$ cat config.mk
export PLATFORM = sky130hd
export DESIGN_NAME = psr_write_arbiter_flat
export DESIGN_NICKNAME = d
export VERILOG_FILES = /design/src/rtl/psr_write_arbiter_if.sv /design/src/rtl/psr_write_arbiter.sv /design/src/flat_wrapper.sv
export SDC_FILE = /design/constraint.sdc
export NUM_CORES = 1
export LEC_CHECK = 0
export BUFFER_PORTS_ARGS = -buffer_cell sky130_fd_sc_hd__buf_2
export CAP_MARGIN = 0
export CORE_UTILIZATION = 35
export DETAILED_ROUTE_END_ITERATION = 10
export SETUP_SLACK_MARGIN = 0.02
export SKIP_CTS_REPAIR_TIMING = 1
export SLEW_MARGIN = 5
export SYNTH_ARGS = -nofsm -noshare
export SYNTH_HDL_FRONTEND = slang
export SYNTH_SLANG_ARGS = --single-unit
$ cat constraint.sdc
create_clock -name clk -period 1.9 [get_ports clk]
set_clock_uncertainty 0.15 [all_clocks]
set_input_delay 0.095 -clock clk [delete_from_list [all_inputs] [get_ports clk]]
set_output_delay 0.095 -clock clk [all_outputs]
set_load 0.05 [all_outputs]
$ cat src/rtl/psr_write_arbiter_if.sv
// rtl/psr_write_arbiter_if.sv - request/grant bundle between the execution paths and the status-register arbiter
interface psr_write_arbiter_if;
  logic       req0;
  logic       req1;
  logic [1:0] st0;
  logic [1:0] st1;
  logic       rdy0;
  logic       rdy1;
  logic       lock0;
  logic       lock1;
  logic [4:0] status;
  logic [4:0] newstatus;
  logic       gnt0;
  logic       gnt1;
  logic [1:0] owner;

  modport master (
    output req0, req1, st0, st1, rdy0, rdy1, lock0, lock1, status,
    input  newstatus, gnt0, gnt1, owner
  );

  modport slave (
    input  req0, req1, st0, st1, rdy0, rdy1, lock0, lock1, status,
    output newstatus, gnt0, gnt1, owner
  );
endinterface

$ cat src/rtl/psr_write_arbiter.sv
// rtl/psr_write_arbiter.sv - round-robin status-register write arbiter with bounded ownership lock
module psr_write_arbiter #(
  parameter int LOCK_MAX = 8
) (
  input logic                clk,
  input logic                preset,
  psr_write_arbiter_if.slave bus
);
  localparam int LW = $clog2(LOCK_MAX + 1);
  localparam logic [LW-1:0] LCNT_MAX = LW'(LOCK_MAX);
  localparam logic [LW-1:0] LCNT_ONE = LW'(1);

  localparam logic [1:0] IDLE = 2'b00;
  localparam logic [1:0] OWN0 = 2'b01;
  localparam logic [1:0] OWN1 = 2'b10;

  logic [1:0]    state;
  logic          ptr;
  logic [LW-1:0] lcnt;
  logic          g0;
  logic          g1;

  // Grants are Mealy: registered state/ptr combined with this cycle's requests.
  always_comb begin
    g0 = 1'b0;
    g1 = 1'b0;
    if (!preset) begin
      case (state)
        IDLE: begin
          if (bus.req0 && bus.req1) begin
            g0 = !ptr;
            g1 = ptr;
          end else begin
            g0 = bus.req0;
            g1 = bus.req1;
          end
        end
        OWN0:    g0 = bus.req0;
        OWN1:    g1 = bus.req1;
        default: ;
      endcase
    end
  end

  always_comb begin
    bus.newstatus = bus.status;
    if (preset)
      bus.newstatus = 5'b00000;
    else if (g0)
      bus.newstatus = {bus.rdy0, bus.st0, 2'b01};
    else if (g1)
      bus.newstatus = {bus.rdy1, bus.st1, 2'b10};
  end

  assign bus.gnt0  = g0;
  assign bus.gnt1  = g1;
  assign bus.owner = state;

  always_ff @(posedge clk) begin
    if (preset) begin
      state <= IDLE;
      ptr   <= 1'b0;
      lcnt  <= '0;
    end else begin
      case (state)
        IDLE: begin
          if (g0) begin
            ptr <= 1'b1;
            if (bus.lock0) begin
              state <= OWN0;
              lcnt  <= LCNT_ONE;
            end
          end else if (g1) begin
            ptr <= 1'b0;
            if (bus.lock1) begin
              state <= OWN1;
              lcnt  <= LCNT_ONE;
            end
          end
        end
        OWN0: begin
          // Timeout wins over a still-asserted lock so path1 cannot starve.
          if (lcnt == LCNT_MAX) begin
            state <= IDLE;
            ptr   <= 1'b1;
            lcnt  <= '0;
          end else if (!bus.lock0) begin
            state <= IDLE;
            lcnt  <= '0;
          end else begin
            lcnt <= lcnt + 1'b1;
          end
        end
        OWN1: begin
          if (lcnt == LCNT_MAX) begin
            state <= IDLE;
            ptr   <= 1'b0;
            lcnt  <= '0;
          end else if (!bus.lock1) begin
            state <= IDLE;
            lcnt  <= '0;
          end else begin
            lcnt <= lcnt + 1'b1;
          end
        end
        default: begin
          state <= IDLE;
          lcnt  <= '0;
        end
      endcase
    end
  end
endmodule

$ cat src/flat_wrapper.sv
// flat-port wrapper written by rule: the top's interface ports become plain ports
module psr_write_arbiter_flat 
#(
  parameter int LOCK_MAX = 8
)
  (clk, preset, bus_req0, bus_req1, bus_st0, bus_st1, bus_rdy0, bus_rdy1, bus_lock0, bus_lock1, bus_status, bus_newstatus, bus_gnt0, bus_gnt1, bus_owner);
  psr_write_arbiter_if bus_i ();
  input logic clk;
  input logic preset;
  input wire logic [$bits(bus_i.req0)-1:0] bus_req0;
  input wire logic [$bits(bus_i.req1)-1:0] bus_req1;
  input wire logic [$bits(bus_i.st0)-1:0] bus_st0;
  input wire logic [$bits(bus_i.st1)-1:0] bus_st1;
  input wire logic [$bits(bus_i.rdy0)-1:0] bus_rdy0;
  input wire logic [$bits(bus_i.rdy1)-1:0] bus_rdy1;
  input wire logic [$bits(bus_i.lock0)-1:0] bus_lock0;
  input wire logic [$bits(bus_i.lock1)-1:0] bus_lock1;
  input wire logic [$bits(bus_i.status)-1:0] bus_status;
  output wire logic [$bits(bus_i.newstatus)-1:0] bus_newstatus;
  output wire logic [$bits(bus_i.gnt0)-1:0] bus_gnt0;
  output wire logic [$bits(bus_i.gnt1)-1:0] bus_gnt1;
  output wire logic [$bits(bus_i.owner)-1:0] bus_owner;
  assign bus_i.req0 = bus_req0;
  assign bus_i.req1 = bus_req1;
  assign bus_i.st0 = bus_st0;
  assign bus_i.st1 = bus_st1;
  assign bus_i.rdy0 = bus_rdy0;
  assign bus_i.rdy1 = bus_rdy1;
  assign bus_i.lock0 = bus_lock0;
  assign bus_i.lock1 = bus_lock1;
  assign bus_i.status = bus_status;
  assign bus_newstatus = bus_i.newstatus;
  assign bus_gnt0 = bus_i.gnt0;
  assign bus_gnt1 = bus_i.gnt1;
  assign bus_owner = bus_i.owner;
  psr_write_arbiter #(.LOCK_MAX(LOCK_MAX)) u_core (.clk(clk), .preset(preset), .bus(bus_i));
endmodule
==> run metrics <==
CTS Buffer Depth=2; largest net degree at the start of global routing=15; final antenna-violating net count=0; hold path start=preset; Final setup viols=9; Tmin final=2.09 ns; Critical-path top delay cell=dfxtp_4; syn_nets=112; final worst slack=-0.192 ns; Vias/cell=5.13; Pleak=0.000541 uW; combinational share of power=73.4%; clock-pin slew on the worst setup and hold paths=0.06 ns; hold crit path type=input port to flip-flop; crit-path max cell delay=0.38 ns; Crit Path Max Fanout=4; clock root buffer=clkbuf_4; Clock Latency Late Sink=0.26 ns; unrepaired setup endpoints after global routing=true; sequential element share of the synthesized area=19.9%; DR WL/cell=12.7 um; Final Hold Fails=0; number of fill cells=167; worst slew pin tran=0.406 ns; CP arrival=1.85 ns; synth top area cells=dfxtp_1 (20%), mux2i_1 (11%), ha_1 (11%); Slew HR=72.8%; DIE WIDTH=46.8 um; layout cell share with drive strength beyond 1=56.8%; fin crit share=110%; internal power=758 uW; r2r setup slk=-0.09 ns; post-synth top area share=19.9%; first-pass GRT wire length=2910 um; cell depth of the worst hold path=3; initial antenna violation count=0; max cap viols=0; CP Cell Sequence=inv_4, ha_4, and3b_2, nor3_4, or2_4, o21ai_4, buf_6; Synth Cell Area=703 um2; switch share=46.5%; Tot Pwr=1420 uW; DRT iter0 DRCs=12; Psw=660 uW; worst slack at placement=-0.0858 ns; Worst Reg-to-Reg Cells=7; Unique masters post-synth=33; FF/Latch Area=148 um2; IO Count=26; failing checks=setup timing; Yosys top cell by area=dfxtp_1; Clock Sinks=7; die area=2190 um2; Worst IR Drop VDD=0.000757 V; H-tree levels=1; CP endpoint kind=output port; grt total ovfl=0; Hold Path Sink=u_core.lcnt[2]; FF-to-FF End=u_core.bus.owner[0]; Slew Viols, Final=0; Flop pwr share=16.5%; final wirelength=2000 um; syn_area_per_cell=7.90 um2; clock share of power=10.1%; type of origin of the critical path=flip-flop; fin nets=156; Crit Path Category=flip-flop to output port; Initial Utilization=39.0%; FMAX=478 MHz; pwr/cell area=1170 nW/um2; Layout area overhead=71.9%; Residual DRC=0; total negative slack=-1.03 ns; diodes inserted=0; cell count after synthesis=89; Buffers on Ports=25; Seq cells post-synth=7; total track usage=18.7%; core footprint=1800 um2; via count=805; multi-input logic area=666 um2; Crit path buffers/inverters=2; First-pass DRT Iterations=4; outcome=complete, but fails checks; worst endpoint required time=1.65 ns; FP Rows=15; R2R Path Start=u_core.bus.owner[0]; DP HPWL=1580 um; critical path's top delay family=simple AND/OR/NAND/NOR gates; CTS tree=yes; Yosys warning count=0; vias in the first global route=673; CTS Buf Count=3; chip height=46.8 um; GPL Wtd Cong=0.823
-- worst reg2reg max path, delay by kind of cell (launching register included) --
kind,cells,cell delay [ns]
and+or+nand+nor,2,0.55
DFF,1,0.37
AOI/OAI and AO/OA,1,0.34
buffers and inverters,2,0.19
adders and majority gates,1,0.16
muxes,1,0.16
-- area by class of cell --
cell class                 instances  share of cell area [%]
inverter                           9                    3.21
multi-input combinational         70                    55.1
timing repair buffer              42                    24.6
sequential                         7                    12.2
tap                               25                    2.59
clock buffer                       3                    1.86
clock inverter                     1                   0.414
-- power groups by stage --
stage                     Sequential, uW  Clock (uW)  Combinational, uW
final                                234         144               1040
after floorplan                      284           0                604
after detailed placement             237           0                908
after global placement               235           0                892
after CTS                            233         145                911
after global routing                 238         161               1110
-- flip-flops by register name, summed over array words and instances, names as in the netlist --
signal	count
u_core.lcnt	4
u_core.ptr	1
u_core.bus.owner	2
-- how the worst max path moves through the flow --
stage | from | endpoint | slack [ns] | cells past startpoint
2_1_floorplan | u_core.bus.owner[1] | bus_newstatus[3] | -0.30 | 7
3_3_place_gp | u_core.bus.owner[0] | bus_newstatus[2] | -0.01 | 7
3_5_place_dp | u_core.bus.owner[0] | bus_newstatus[2] | -0.09 | 7
4_1_cts | u_core.bus.owner[0] | bus_newstatus[2] | -0.38 | 7
5_1_grt | u_core.bus.owner[1] | bus_newstatus[4] | -0.25 | 7
6_report | u_core.bus.owner[1] | bus_newstatus[4] | -0.19 | 7
-- cells in the final DEF, fill, tap and decap left out, types with 3 or more instances in the layout --
| cell | instances |
|---|---|
| buf_2 | 19 |
| buf_4 | 15 |
| buf_6 | 8 |
| clkbuf_4 | 3 |
| dfxtp_1 | 5 |
| ha_1 | 3 |
| ha_4 | 3 |
| inv_1 | 7 |
| mux2i_1 | 5 |
| mux2i_2 | 3 |
| nand2_1 | 5 |
| nand2b_1 | 8 |
| nor2_1 | 7 |
| o21ai_4 | 3 |
-- per-stage QoR --
| step | area, um2 | instances | util [%] | hold slack [ns] |
|---|---|---|---|---|
| after global routing | 1210 | 157 | 67.1 | 0.161 |
| final | 1210 | 157 | 67.1 | 0.138 |
| after global placement | 1070 | 149 | 59.5 | 0.343 |
| after CTS | 1100 | 153 | 61.0 | 0.134 |
| after floorplan | 837 | 89 | - | 0.118 |
| after detailed placement | 1070 | 149 | 59.5 | 0.346 |
-- cells in the mapped netlist --
| library cell | n |
|---|---|
| o41ai_1 | 1 |
| o221ai_1 | 1 |
| o31ai_1 | 1 |
| nand3_1 | 2 |
| and3b_1 | 2 |
| inv_1 | 9 |
| o32ai_1 | 2 |
| nand2b_1 | 8 |
| o21a_1 | 1 |
| nor2_1 | 8 |
| a22oi_1 | 1 |
| o21ba_2 | 1 |
| clkbuf_1 | 2 |
| nor3b_1 | 1 |
| mux2i_1 | 8 |
| nand3b_1 | 1 |
| nand2_1 | 5 |
| nor2_2 | 1 |
| buf_2 | 1 |
| a211oi_1 | 2 |
| ha_1 | 6 |
| nor4b_1 | 1 |
| or4_4 | 1 |
| o21bai_1 | 1 |
| a211o_2 | 1 |
| nor3_1 | 2 |
| nand2b_4 | 1 |
| and3_1 | 1 |
| dfxtp_1 | 7 |
| or2_2 | 1 |
| nor4_1 | 2 |
| o21ai_0 | 5 |
| nor3_2 | 2 |
-- metal layers --
| layer | global-route usage [%] | up-vias | wire [um] |
|---|---|---|---|
| met2 | 33.6 | 20 | 1060 |
| met1 | 22.8 | 377 | 844 |
| met5 | 0 | - | 0 |
| met4 | 3.43 | 0 | 6 |
| met3 | 4.62 | 2 | 88 |
| li1 | - | 406 | - |
-- kinds of logic (layout without fill, tap and decap cells) --
logic type,count (synthesis),after routing,share of synthesized area [%]
simple gates,39,39,33.6
compound gates,17,17,17.8
mux,8,8,11.4
fa+ha+maj,6,6,10.7
buf+inv,12,55,6.58
flops,7,7,19.9
No activity file was read; power rests on OpenSTA's default activity.
